### src/rtl/tick_seq_pkg.sv
`default_nettype none
// +-----------------------------------------------------------------------+
// | tick_seq_pkg : shared state encoding and counter-width helper          |
// | Revision     : 1.0                                                     |
// +-----------------------------------------------------------------------+
package tick_seq_pkg;

  typedef enum logic [1:0] {
    ST_IDLE  = 2'd0,
    ST_RUN   = 2'd1,
    ST_PAUSE = 2'd2
  } state_t;

  // Never returns 0 so a modulus of 1 or 2 still yields a legal vector.
  function automatic int cnt_width(input int n);
    return (n <= 2) ? 1 : $clog2(n);
  endfunction

endpackage
`default_nettype wire

### src/rtl/mod_counter.sv
`default_nettype none
// +-----------------------------------------------------------------------+
// | mod_counter : synchronous-clear modulo-MOD counter with wrap strobe    |
// | Revision    : 1.0                                                      |
// +-----------------------------------------------------------------------+
module mod_counter #(
  parameter int MOD = 2,
  parameter int W   = 1
) (
  input  logic         clk_100MHz,
  input  logic         rst_n,
  input  logic         clr,
  input  logic         en,
  output logic [W-1:0] count,
  output logic         wrap
);

  localparam logic [W-1:0] c_last = W'(MOD - 1);

  logic [W-1:0] r_count;

  always_ff @(posedge clk_100MHz) begin
    if (!rst_n) begin
      r_count <= '0;
    end else if (clr) begin
      r_count <= '0;
    end else if (en) begin
      r_count <= (r_count == c_last) ? '0 : r_count + W'(1);
    end
  end

  assign count = r_count;
  assign wrap  = en && (r_count == c_last);

endmodule
`default_nettype wire

### src/rtl/tick_sequencer.sv
`default_nettype none
// +-----------------------------------------------------------------------+
// | tick_sequencer : shared prescaler, free-running scan tick and a        |
// |                  run/pause/clear gated seconds channel.                |
// |                  Optional: TICK_SEQ_SINGLE_STEP_EN adds a step input.  |
// | Revision       : 1.0                                                   |
// +-----------------------------------------------------------------------+
module tick_sequencer
  import tick_seq_pkg::*;
#(
  parameter int CLK_HZ   = 100000000,
  parameter int BASE_HZ  = 1000,
  parameter int SCAN_DIV = 4,
  parameter int SEC_DIV  = 1000
) (
  input  logic                            clk_100MHz,
  input  logic                            rst_n,
  input  logic                            start,
  input  logic                            stop,
  input  logic                            clear,
`ifdef TICK_SEQ_SINGLE_STEP_EN
  input  logic                            step,
`endif
  output logic                            tick_base,
  output logic                            tick_scan,
  output logic                            tick_1hz,
  output logic                            clk_1hz,
  output logic [cnt_width(SEC_DIV)-1:0]   sec_phase,
  output logic [1:0]                      state
);

  localparam int c_prescale = CLK_HZ / BASE_HZ;
  localparam int c_pre_w    = cnt_width(c_prescale);
  localparam int c_scan_w   = cnt_width(SCAN_DIV);
  localparam int c_sec_w    = cnt_width(SEC_DIV);
  localparam logic [c_sec_w-1:0] c_sec_half = c_sec_w'(SEC_DIV / 2);

  state_t               r_state;
  state_t               w_state_next;
  logic                 r_tick_base;
  logic                 r_tick_scan;
  logic                 r_tick_1hz;
  logic                 r_clk_1hz;
  logic                 w_pre_wrap;
  logic                 w_scan_wrap;
  logic                 w_sec_wrap;
  logic                 w_sec_en;
  logic                 w_step;
  logic [c_pre_w-1:0]   w_unused_pre_count;
  logic [c_scan_w-1:0]  w_unused_scan_count;
  logic [c_sec_w-1:0]   w_sec_count;
  logic [c_sec_w-1:0]   w_sec_next;

  mod_counter #(.MOD(c_prescale), .W(c_pre_w)) u_prescaler (
    .clk_100MHz (clk_100MHz),
    .rst_n      (rst_n),
    .clr        (1'b0),
    .en         (1'b1),
    .count      (w_unused_pre_count),
    .wrap       (w_pre_wrap)
  );

  // Enabled on the prescaler wrap so its strobe registers alongside tick_base.
  mod_counter #(.MOD(SCAN_DIV), .W(c_scan_w)) u_scan (
    .clk_100MHz (clk_100MHz),
    .rst_n      (rst_n),
    .clr        (1'b0),
    .en         (w_pre_wrap),
    .count      (w_unused_scan_count),
    .wrap       (w_scan_wrap)
  );

`ifdef TICK_SEQ_SINGLE_STEP_EN
  assign w_step = step && (r_state == ST_PAUSE) && !clear && !start;
`else
  assign w_step = 1'b0;
`endif

  assign w_sec_en = (r_tick_base && (r_state == ST_RUN)) || w_step;

  mod_counter #(.MOD(SEC_DIV), .W(c_sec_w)) u_seconds (
    .clk_100MHz (clk_100MHz),
    .rst_n      (rst_n),
    .clr        (clear),
    .en         (w_sec_en),
    .count      (w_sec_count),
    .wrap       (w_sec_wrap)
  );

  // Mirror of the seconds counter's next value so clk_1hz changes with it.
  always_comb begin
    w_sec_next = w_sec_count;
    if (clear) begin
      w_sec_next = '0;
    end else if (w_sec_en) begin
      w_sec_next = w_sec_wrap ? '0 : w_sec_count + c_sec_w'(1);
    end
  end

  always_ff @(posedge clk_100MHz) begin
    if (!rst_n) begin
      r_state <= ST_IDLE;
    end else begin
      r_state <= w_state_next;
    end
  end

  always_comb begin
    w_state_next = r_state;
    if (clear) begin
      w_state_next = ST_IDLE;
    end else begin
      case (r_state)
        ST_IDLE:  if (start) w_state_next = ST_RUN;
        ST_RUN:   if (stop)  w_state_next = ST_PAUSE;
        ST_PAUSE: if (start) w_state_next = ST_RUN;
        default:  w_state_next = ST_IDLE;
      endcase
    end
  end

  always_ff @(posedge clk_100MHz) begin
    if (!rst_n) begin
      r_tick_base <= 1'b0;
      r_tick_scan <= 1'b0;
      r_tick_1hz  <= 1'b0;
      r_clk_1hz   <= 1'b0;
    end else begin
      r_tick_base <= w_pre_wrap;
      r_tick_scan <= w_scan_wrap;
      r_tick_1hz  <= w_sec_wrap && !clear;
      r_clk_1hz   <= (w_sec_next >= c_sec_half);
    end
  end

  assign tick_base = r_tick_base;
  assign tick_scan = r_tick_scan;
  assign tick_1hz  = r_tick_1hz;
  assign clk_1hz   = r_clk_1hz;
  assign sec_phase = w_sec_count;
  assign state     = r_state;

endmodule
`default_nettype wire
### config.mk
export PLATFORM = sky130hd
export DESIGN_NAME = tick_sequencer
export DESIGN_NICKNAME = d
export VERILOG_FILES = /design/src/rtl/tick_seq_pkg.sv /design/src/rtl/mod_counter.sv /design/src/rtl/tick_sequencer.sv
export SDC_FILE = /design/constraint.sdc
export NUM_CORES = 1
export LEC_CHECK = 0
export BUFFER_PORTS_ARGS = -buffer_cell sky130_fd_sc_hd__buf_4
export CORE_AREA = 3 3 59 61
export CTS_CLUSTER_DIAMETER = 40
export DETAILED_ROUTE_END_ITERATION = 10
export DIE_AREA = 0 0 62 64
export HOLD_SLACK_MARGIN = 0.03
export PLACE_DENSITY = 0.85
export SYNTH_ARGS = -nofsm -noshare
export SYNTH_HDL_FRONTEND = slang
export SYNTH_HIERARCHICAL = 1
export SYNTH_SLANG_ARGS = --single-unit
### constraint.sdc
create_clock -name clk_100MHz -period 3.1 [get_ports clk_100MHz]
set_clock_uncertainty 0.05 [all_clocks]
set_input_delay 0.62 -clock clk_100MHz [delete_from_list [all_inputs] [get_ports clk_100MHz]]
set_output_delay 0.62 -clock clk_100MHz [all_outputs]
set_load 0.01 [all_outputs]
== Word level (Yosys, flattened, before mapping) ==
Index checks and enable logic that the tools add are counted.
Storage, ports and cells
  memory bits (read-only): 0
  word-level logic and storage cells: 38
  latch bits: 0
  memory bits (writable): 0
  memories kept: 0
  register bits: 35
Cells by class
  muxes and demuxes: 8
  add/sub/neg operators: 3
  reduce and logical (&&, ||, !) cells: 10
  order comparisons: 1
  shift operators: 0
  multiply operators: 0
  eq/ne operators: 7
  bitwise logic cells: 1
  divide/modulo/power cells: 0
Operators by type and width (number)
  2-to-1 mux 10 bit: 4
  adder 17 x 1 -> 17 bit, second input constant: 1
  == test 17 bit, second input constant: 1
  adder 10 x 1 -> 10 bit, second input constant: 1
  == test 10 bit, second input constant: 1
  >= comparator 10 x 9 -> 1 bit, second input constant: 1
  2-to-1 mux 2 bit: 3
  OR reduction 2 bit: 3
  == test 2 bit, second input constant: 2
  logical AND 1 bit: 4
  one-hot mux 2 bit (2 select lines): 1
  adder 2 x 1 -> 2 bit, second input constant: 1
  == test 2 x 1 -> 1 bit, second input constant: 1
  zero test 2 bit: 1
  != test 2 x 1 -> 1 bit, second input constant: 1
  != test 2 bit, second input constant: 1
  AND reduction 2 bit: 1
  zero test 1 bit: 1
  NOT 1 bit: 1

== Logic depth before layout (Yosys ltp) ==
Gate-level depths: netlist of run 1.
  word-level depth: 7
  depth in mapped cells: 7
  mapped depth without buffers: 7

== Modules after synthesis ==
The synthesis of run 1 kept the hierarchy.
By module, submodules not included
  mod_counter (u_prescaler): area an instance 868.3 sq um, sequential area each 340.3 sq um, times used 1, cells each 101
  mod_counter (u_seconds): area an instance 470.5 sq um, sequential area each 200.2 sq um, times used 1, cells each 53
  tick_sequencer: area an instance 377.9 sq um, sequential area each 120.1 sq um, times used 1, cells each 44
  mod_counter (u_scan): area an instance 102.6 sq um, sequential area each 40.0 sq um, times used 1, cells each 10

== Least setup slack after synthesis of run 1 ==
OpenSTA, ideal clock, no wires.
  path kind: register to register
  start point: register u_seconds.r_count[0] (netlist: u_seconds/count[0])
  end point: register r_clk_1hz (netlist: clk_1hz)
  data required time: 2.955 ns
  path slack: 1.384 ns
  arrival: 1.571 ns
  cell stages (with the launch flop): 6
  cells stage by stage: dfxtp_1 ha_1 a21boi_0 nor4b_1 o311ai_1 a221oi_1
On the way
  word-level cells in the longest chain between the ends: 6
Ends and longest elaborated chain
  from (decl): line mod_counter.sv:20  | logic [W-1:0] r_count;
  from (signal assigned): line mod_counter.sv:28  | r_count <= (r_count == c_last) ? '0 : r_count + W'(1);
  parallel branches: the longest is 3 deep, another holds adder 10 x 1 -> 10 bit
  2-to-1 mux 10 bit *: line tick_sequencer.sv:95  | end else if (w_sec_en) begin
  2-to-1 mux 10 bit *: line tick_sequencer.sv:93  | if (clear) begin
  >= comparator 10 x 9 -> 1 bit *: line tick_sequencer.sv:132  | r_clk_1hz <= (w_sec_next >= c_sec_half);
  to (signal assigned): line tick_sequencer.sv:132
  to (decl): line tick_sequencer.sv:43  | logic r_clk_1hz;
Every way passes the cells marked *.
A chain may end at the register's enable or synchronous reset.

== Worst setup path in the final report of run 1 ==
  start point: register u_seconds.r_count[1] (netlist: u_seconds/count[1])
  end point: register r_clk_1hz (netlist: clk_1hz)
Same word-level chain as after synthesis.

==> out/qor.yml, run 1 <==
setup_path:
  critPathLaunchType: "register"
  r2r_start: "u_seconds/count[1]"
  r2r_slack_ps: 1200
  cp_data_arrival_time_ps: 2100
  endpoint_kind: "register"
  criticalPathCategory: "reg -> reg"
  reg2reg_to: "clk_1hz"
  cp.required_ps: 3300
  r2r.worst_path.cells: 5
  cp_max_fo: 11
placed_design:
  place_congestion: 0.916
  pre_cts_ws_ps: 1260
  dp_hpwl_um: 2590
  io_buffer_count: 20
finish:
  fillCellCount: 250
  seq_area_um2: 701
  antenna_cells: 0
  area_growth_pct: 19.1
  final_nets: 253
  multiInputGateArea_mm2: 0.00112
  layout-drive-gt1-share_pct: 16.3
clock_tree:
  cts_hold_buf: 0
  cts_tree: "done"
  postCtsSetupRepairBufs: 0
  clkTransAtPathRegs_ps: 110
  cts_resized: 0
  clk_path_buf_depth: 2
  cts-htree-levels: 2
  root_buffer: "clkbuf_4"
  clk_latency_ps: 340
  cts_buffers: 5
  numClockSinks: 35
global_routing:
  use_met2_pct: 30.8
  grt_pass1_vias: 1456
  antenna_found_initial: 0
  met3_usage_pct: 6.46
  grt_first_pass_wirelength_um: 6340
  use_met1_pct: 28.5
  grt_overflow: 0
  grt.busiest_layer: "met2"
  grtUsageTotal_pct: 20.9
  grt_max_degree: 13
sta:
  rsz0062_at_grt: "no"
  setup_ws_ps: 1200
  hold_violations: 0
  slew_viol_final: 0
  max_freq_mhz: 526
  period_needed_ps: 1900
  finalCritPeriodShare_pct: 61.4
  setup_violations: 0
  finalSetupTns_ps: 0
outcome:
  outcome: "finished clean"
synthesis:
  synth_top_area_share_pct: 38.5
  synthDistinctLibCells: 49
  syn_area_mm2: 0.00182
  postSynthCellCount: 208
  yosysTopAreaCell: "dfxtp_1"
  ys_top_cells_by_area: "dfxtp_1, nor2_1, xnor2_1"
  synth_edf_count: 0
  ys_warn_count: 6
  syn_area_per_cell_um2: 8.75
  ys_async_sr_fraction_pct: 0
  synth_seq_cells: 35
  synth-seq-area-share_pct: 38.5
  synth_ff_type: "dfxtp_1"
detailed_routing:
  viasPerCell: 5.36
  drt-initial-drc-count: 74
  ant_nets: 0
  drt_pass1_iterations: 4
  drc: 0
  dr_total_vias: 1548
  routed_wirelength_um: 3600
  wire_per_inst_um: 12.5
die:
  die_y_um: 64
  coreArea_mm2: 0.00303
  ios: 21
  rows: 20
  die_w_um: 62
  die_area_mm2: 0.00397
  start_util_pct: 60.1
min_path:
  min_delay_path_depth: 3
  hp-start: "start"
  hp-class: "in -> reg"
  hold_path_end: "state[0]"
power_and_ir_drop:
  power_density_mw_per_mm2: 412
  p_leak_nw: 0.823
  totalPowerFinal_w: 0.000892
  ir_drop_mv: 0.237
flow_run:
  cap_violations: 0
## where the power goes
group          internal (W)  switching (W)
Combinational    0.00000976      0.0000140
Clock              0.000251       0.000164
Sequential         0.000451     0.00000231
Total              0.000712       0.000180
## registers in the layout, indices dropped and copies added (netlist names)
register / flops
state: 2
tick_scan: 1
u_seconds/count: 10
u_scan/count: 2
tick_base: 1
tick_1hz: 1
u_prescaler/count: 17
clk_1hz: 1
## per-layer routing
metal  wire, µm  up-vias  share of wire (%)
li1           -      806                  -
met1       1780      702                 49
met4         40        0                1.1
met2       1630       35                 45
met5          0        -                  0
met3        156        5                4.3
## layout make-up
type,count,area share (%)
multi-input cells,174,51.8
flip-flops and latches,35,32.4
repair buffers,21,7.28
clock inverters,3,3.12
well taps,44,2.54
clock buffers,5,1.73
inverters,7,1.21
## cells in the mapped netlist (2+ instances only)
master     n
a21oi_1    4
a31oi_1    2
and2_1     4
and4_1     2
conb_1     2
dfxtp_1   35
ha_1       4
inv_1      7
mux2i_1    5
nand2_1   13
nand2b_1   5
nand3_1   15
nand4_1    5
nor2_1    37
nor2b_1    2
nor3_1     5
nor3b_1    2
nor4_1     5
nor4b_1    2
o21ai_0    4
o221ai_1   2
xnor2_1   13
xor2_1     7
## kinds of logic (layout without fill, tap and decap cells)
family / after synthesis / count (layout) / synth area share (%)
xor+xnor: 20 / 20 / 9.63
other cells: 2 / 11 / 0.413
buf+inv: 8 / 36 / 1.72
mux: 5 / 5 / 2.75
simple gates: 113 / 113 / 36.2
compound gates: 21 / 21 / 7.98
flops: 35 / 35 / 38.5
fa+ha+maj: 4 / 4 / 2.75
## worst max-delay path by stage
stage / startpoint / slack [ps] / end
floorplan: u_seconds/count[0] / 1380 / clk_1hz
global placement: u_seconds/count[0] / 1290 / clk_1hz
detailed placement: u_seconds/count[0] / 1260 / clk_1hz
CTS: u_seconds/count[0] / 1230 / clk_1hz
global route: u_seconds/count[0] / 1020 / clk_1hz
finish: u_seconds/count[1] / 1200 / clk_1hz
## critical path, stage by stage (launching register included)
cell	delay, ps
dfxtp_1	550
ha_1	270
a21boi_0	250
nor4b_1	280
o311ai_1	140
a221oi_1	270
## layout by cell type, fill, tap and decap left out, types with 7 or more instances in the layout
cell / Yosys / routed
nand2_1: 13 / 13
buf_4: 0 / 21
nand3_1: 15 / 15
conb_1: 2 / 11
dfxtp_1: 35 / 35
xnor2_1: 13 / 13
nor2_1: 37 / 37
xor2_1: 7 / 7
inv_1: 7 / 7
## stage by stage
stage	hold slack (ps)	instances	util [%]	cell area, µm²
global placement	429	281	68.1	2060
finish	474	289	71.5	2170
detailed placement	456	281	68.1	2060
floorplan	415	217	-	1850
global route	468	289	71.5	2170
CTS	457	289	71.5	2170
Power figures use the tool's default switching activity.
==> run 2, diff against run 1 <==
--- a/config.mk
+++ b/config.mk
@@ -6,12 +6,12 @@
 export NUM_CORES = 1
 export LEC_CHECK = 0
 export BUFFER_PORTS_ARGS = -buffer_cell sky130_fd_sc_hd__buf_4
-export CORE_AREA = 3 3 59 61
+export CORE_AREA = 3 3 64 66
 export CTS_CLUSTER_DIAMETER = 40
 export DETAILED_ROUTE_END_ITERATION = 10
-export DIE_AREA = 0 0 62 64
+export DIE_AREA = 0 0 67 69
 export HOLD_SLACK_MARGIN = 0.03
-export PLACE_DENSITY = 0.85
+export PLACE_DENSITY = 0.76
 export SYNTH_ARGS = -nofsm -noshare
 export SYNTH_HDL_FRONTEND = slang
 export SYNTH_HIERARCHICAL = 1
==> constraint.sdc (replaced) <==
create_clock -name clk_100MHz -period 1.66 [get_ports clk_100MHz]
set_clock_uncertainty 0.05 [all_clocks]
set_input_delay 0.332 -clock clk_100MHz [delete_from_list [all_inputs] [get_ports clk_100MHz]]
set_output_delay 0.332 -clock clk_100MHz [all_outputs]
set_load 0.01 [all_outputs]
==> run 2 against run 1 <==
Net effect: flip-flop and latch count unchanged; utilization decreased by 5.5 points; critical path depth unchanged; wire length increased by 16%; fmax increased by 20%; critical endpoint is now u_scan/count[0]; first-iteration DRC count increased by 58%.
==> out/qor.yml, run 2 (synthesis gave the netlist of run 1 again) <==
power_and_ir_drop:
  p_int_w: 0.00135  # +90%
  power_density_mw_per_mm2: 706  # +71%
  p_clk_share_pct: 47.0  # +0.5 points
  switching_power_w: 0.000343  # +90%
  totalPowerFinal_w: 0.00169  # +90%
  comb_power_share_pct: 3.0  # +0.3 points
  seqPwrFrac_pct: 49.9  # -1.0 points
  swShare_pct: 20.2  # +0.066 points
  ir_drop_mv: 0.634  # +170%
  p_leak_nw: 0.962  # +17%
clock_tree:
  cts_tree: "done"
  numClockSinks: 35  # unchanged
  clk_path_buf_depth: 2  # unchanged
  root_buffer: "clkbuf_8"
  cts_hold_buf: 0  # unchanged
  cts-htree-levels: 2  # unchanged
  cts_buffers: 5  # unchanged
  clkTransAtPathRegs_ps: 70  # -40 ps
  clk_latency_ps: 290  # -50 ps
  postCtsSetupRepairBufs: 0  # unchanged
sta:
  whs_ps: 248  # -226 ps
  hold_violations: 0  # unchanged
  period_needed_ps: 1590  # -312 ps
  max_freq_mhz: 629  # +20%
  setup_violations: 0  # unchanged
  finalCritPeriodShare_pct: 95.8  # +34 points
  rsz0062_at_grt: "yes"
  slew_viol_final: 0  # unchanged
global_routing:
  grt_pass1_vias: 1588  # +9.1%
  antenna_found_initial: 0  # unchanged
  grt_first_pass_wirelength_um: 7280  # +15%
  grt_max_degree: 13  # unchanged
  grt_overflow: 0  # unchanged
  grtUsageTotal_pct: 20.1  # -0.79 points
setup_path:
  r2r_start: "u_prescaler/count[11]"
  r2r_slack_ps: 70  # -1130 ps
  cp_max_fo: 5  # -6
  critPathLaunchType: "register"
  criticalPathCategory: "reg -> reg"
  r2r.worst_path.cells: 5  # unchanged
  cp.required_ps: 1830  # -1470 ps
  reg2reg_to: "u_scan/count[0]"
  endpoint_kind: "register"
  cp_data_arrival_time_ps: 1760  # -340 ps
flow_run:
  cap_violations: 0  # unchanged
detailed_routing:
  drt_pass1_iterations: 4  # unchanged
  viasPerCell: 5.27  # -1.5%
  ant_nets: 0  # unchanged
  routed_wirelength_um: 4190  # +16%
  dr_total_vias: 1672  # +8.0%
  wire_per_inst_um: 13.2  # +5.9%
  drc: 0  # unchanged
  drt-initial-drc-count: 117  # +58%
die:
  ios: 21  # unchanged
  die_area_mm2: 0.00462  # +17%
  die_w_um: 67  # +8.1%
  die_y_um: 69  # +7.8%
  rows: 22  # +10%
  start_util_pct: 50.1  # -10 points
  coreArea_mm2: 0.00363  # +20%
finish:
  layout-drive-gt1-share_pct: 27.5  # +11 points
  largest_register_ffs: 17  # unchanged
  layout_common_cells: "buf_4, nor2_1, dfxtp_1"
  layout_commonest_cell: "buf_4"
  area_growth_pct: 31.8
  antenna_cells: 0  # unchanged
  final_nets: 277  # +9.5%
  fillCellCount: 309  # +24%
min_path:
  hp-class: "in -> reg"
  hp-start: "start"
  hold_path_end: "state[0]"
  min_delay_path_depth: 3  # unchanged
placed_design:
  io_buffer_count: 20  # unchanged
  dp_hpwl_um: 3080  # +19%
  place_congestion: 0.854  # -6.8%
outcome:
  outcome: "finished clean"
## run 2: cell types whose count changed in the layout (fill, tap and decap cells not counted), sizes merged
cell | previous run | this run
clkbuf | 5 | 6
clkinvlp | 1 | 0
clkinv | 0 | 1
buf | 21 | 45
bufinv | 2 | 1
## run 2: worst max path at each step
stage	startpoint	endpoint
CTS	u_prescaler/count[11]	u_scan/count[0]
global route	u_prescaler/count[0]	u_prescaler/count[12]
floorplan	u_seconds/count[1]	clk_1hz
detailed placement	u_prescaler/count[11]	u_scan/count[0]
finish	u_prescaler/count[11]	u_scan/count[0]
global placement	u_prescaler/count[11]	u_scan/count[0]
## run 2: per-stage QoR
stage	setup WS (ps)	instances	utilization, %	area [µm²]	TNS (ps)
floorplan	-44.5	217	-	1860	-44.5
global placement	-18.3	308	61.7	2240	-18.3
detailed placement	-57.2	308	61.7	2240	-57.2
CTS	1.10	316	65.0	2360	0
global route	-57.5	317	66.0	2400	-81.6
finish	70.0	317	66.0	2400	0
## run 2: cell type report
| cell class | count | area (µm²) | share of cell area, % |
|---|---|---|---|
| repair buffers | 45 | 338 | 14.1 |
| flip-flops and latches | 35 | 708 | 29.5 |
| clock inverters | 2 | 35.0 | 1.46 |
| inverters | 7 | 26.3 | 1.10 |
| well taps | 48 | 60.1 | 2.50 |
| multi-input cells | 174 | 1150 | 47.9 |
| clock buffers | 6 | 82.6 | 3.44 |
## run 2: critical path, cell delays in order (launching register included)
cell     delay [ps]
dfxtp_1         320
nor4_2          280
nand4_1         210
nor2_4          180
or3b_1          370
a21oi_2         110
## run 2: power by group through the flow
stage | logic [W] | clock network, W | registers, W
3_3_place_gp | 0.0000473 | 0 | 0.000865
2_1_floorplan | 0.0000238 | 0 | 0.000866
3_5_place_dp | 0.0000479 | 0 | 0.000865
6_report | 0.0000516 | 0.000796 | 0.000845
5_1_grt | 0.0000597 | 0.000849 | 0.000845
4_1_cts | 0.0000481 | 0.000818 | 0.000846
## run 2: metal layers
metal	up-vias	wire [µm]	part of all wire [%]	GRT usage, %
li1	847	-	-	-
met1	778	1920	46	27.9
met2	43	2000	48	29.4
met3	4	212	5.1	6.19
met4	0	57	1.4	6.76
met5	-	0	0	0
## run 2: repair_timing
| action | in CTS | in global routing |
|---|---|---|
| cloned | 0 | 1 |
| gates resized for setup | 1 | 12 |
| setup endpoints to repair | 1 | 24 |
| pin swaps | 0 | 2 |
==> run 3, diff against run 2 <==
--- a/config.mk
+++ b/config.mk
@@ -10,6 +10,7 @@
 export CTS_CLUSTER_DIAMETER = 40
 export DETAILED_ROUTE_END_ITERATION = 10
 export DIE_AREA = 0 0 67 69
+export GPL_TIMING_DRIVEN = 0
 export HOLD_SLACK_MARGIN = 0.03
 export PLACE_DENSITY = 0.76
 export SYNTH_ARGS = -nofsm -noshare
==> constraint.sdc (replaced) <==
create_clock -name clk_100MHz -period 1.66 [get_ports clk_100MHz]
set_clock_uncertainty 0.05 [all_clocks]
set_input_delay 0.415 -clock clk_100MHz [delete_from_list [all_inputs] [get_ports clk_100MHz]]
set_output_delay 0.415 -clock clk_100MHz [all_outputs]
set_load 0.01 [all_outputs]
==> run 3 against run 2 <==
Net effect: non-clock buffer count is 20 lower; power fell by 12%; critical endpoint unchanged; cell count down 6.6%; flip-flop and latch count stayed put.
==> out/qor.yml, run 3 (synthesis gave the netlist of run 1 again) <==
sta:
  period_needed_ps: 1660  # +68.7 ps
  slew_viol_final: 0  # unchanged
  setup_violations: 0  # unchanged
  finalSetupTns_ps: 0  # unchanged
  hold_violations: 0  # unchanged
  rsz0062_at_grt: "yes"
  finalCritPeriodShare_pct: 99.9  # +4.1 points
  max_freq_mhz: 603  # -4.1%
detailed_routing:
  dr_total_vias: 1579  # -5.6%
  routed_wirelength_um: 3690  # -12%
  drc: 0  # unchanged
  drt_pass1_iterations: 4  # unchanged
  ant_nets: 0  # unchanged
  drt-initial-drc-count: 48  # -59%
  wire_per_inst_um: 12.5  # -5.5%
  viasPerCell: 5.33  # +1.1%
finish:
  final_nets: 257  # -7.2%
  layout_common_cells: "nor2_1, dfxtp_1, buf_4"
  antenna_cells: 0  # unchanged
  layout_commonest_cell: "nor2_1"
  area_growth_pct: 26.9
  largest_register_ffs: 17  # unchanged
  layout-drive-gt1-share_pct: 28.2  # +0.72 points
die:
  rows: 22  # unchanged
  die_area_mm2: 0.00462  # unchanged
  die_y_um: 69  # unchanged
  die_w_um: 67  # unchanged
  coreArea_mm2: 0.00363  # unchanged
  ios: 21  # unchanged
  start_util_pct: 50.1  # unchanged
clock_tree:
  root_buffer: "clkbuf_8"
  clk_latency_ps: 280  # about the same
  clkTransAtPathRegs_ps: 60  # about the same
  clk_path_buf_depth: 2  # unchanged
  cts_hold_buf: 0  # unchanged
  cts_tree: "done"
  cts_buffers: 5  # unchanged
  numClockSinks: 35  # unchanged
  cts-htree-levels: 2  # unchanged
setup_path:
  cp_max_fo: 4  # -1
  criticalPathCategory: "reg -> reg"
  cp.required_ps: 1820  # about the same
  cp_data_arrival_time_ps: 1820  # +60 ps
  endpoint_kind: "register"
  critPathLaunchType: "register"
power_and_ir_drop:
  ir_drop_mv: 0.488  # -23%
  power_density_mw_per_mm2: 645  # -8.6%
  p_leak_nw: 0.843  # -12%
  totalPowerFinal_w: 0.00149  # -12%
global_routing:
  grt_pass1_vias: 1374  # -13%
  grt_overflow: 0  # unchanged
  grtUsageTotal_pct: 16.7  # -3.5 points
  antenna_found_initial: 0  # unchanged
  grt_max_degree: 12  # -1
  grt_first_pass_wirelength_um: 6130  # -16%
flow_run:
  cap_violations: 0  # unchanged
placed_design:
  dp_hpwl_um: 2560  # -17%
  place_congestion: 0.793  # -7.2%
  io_buffer_count: 20  # unchanged
outcome:
  outcome: "finished clean"
min_path:
  hp-class: "in -> reg"
[run 3: cell types whose count changed in the layout (fill, tap and decap cells not counted), sizes merged]
cell      change
buf          -21
bufinv        -1
clkbuf        +1
clkinvlp      +1
inv           -1
[run 3: worst paths after layout]
kind / slack (ps) / startpoint / endpoint / cells after the start
setup reg to reg: 1 / u_prescaler/count[14] / u_scan/count[0] / 5
hold / removal: 340 / start / state[0] / 3
hold reg to reg: 440 / u_prescaler/count[0] / u_prescaler/count[0] / 1
setup / recovery: 1 / u_prescaler/count[14] / u_scan/count[0] / 5
[run 3: stage by stage]
stage	instances	utilization (%)	cell area (µm²)	setup WS [ps]	hold slack (ps)
finish	296	63.5	2310	1.34	340
global route	296	63.5	2310	-94.0	367
CTS	294	60.4	2190	5.60	343
detailed placement	285	56.9	2070	-261	440
global placement	285	56.9	2070	-287	429
floorplan	217	-	1860	-44.5	415
[run 3: area by class of cell]
| class | count | area [µm²] |
|---|---|---|
| timing repair buffer | 24 | 193 |
| tap | 48 | 60.1 |
| clock buffer | 6 | 82.6 |
| inverter | 7 | 30.0 |
| sequential | 35 | 726 |
| buffer | 1 | 7.51 |
| clock inverter | 1 | 5.00 |
| fill | 313 | 1330 |
| multi-input combinational | 174 | 1200 |
[run 3: repair_timing]
| action | CTS | global route |
|---|---|---|
| buffers inserted | 2 | 2 |
| setup endpoints to repair | 22 | 22 |
| resized for setup | 11 | 23 |
| pin swaps | 4 | 6 |
[run 3: per-layer routing]
layer | routed length, µm | track usage, % | share of wire (%)
met4 | 29 | 6.53 | 0.79
met5 | 0 | 0 | 0
met1 | 1660 | 23.2 | 45
met2 | 1850 | 24.6 | 50
met3 | 155 | 3.91 | 4.2
[run 3: power breakdown]
group / internal, W / switching (W) / total (W)
clock: 0.000325 / 0.000277 / 0.000602
combinational: 0.0000192 / 0.0000260 / 0.0000452
sequential: 0.000837 / 0.00000462 / 0.000842
[run 3: worst max-delay path: stages, from the launching register on]
cell and delay (ps):
dfxtp_2 350, nor4_4 270, nand4_1 250, nor2_2 180, or3b_4 390, a21oi_2 110
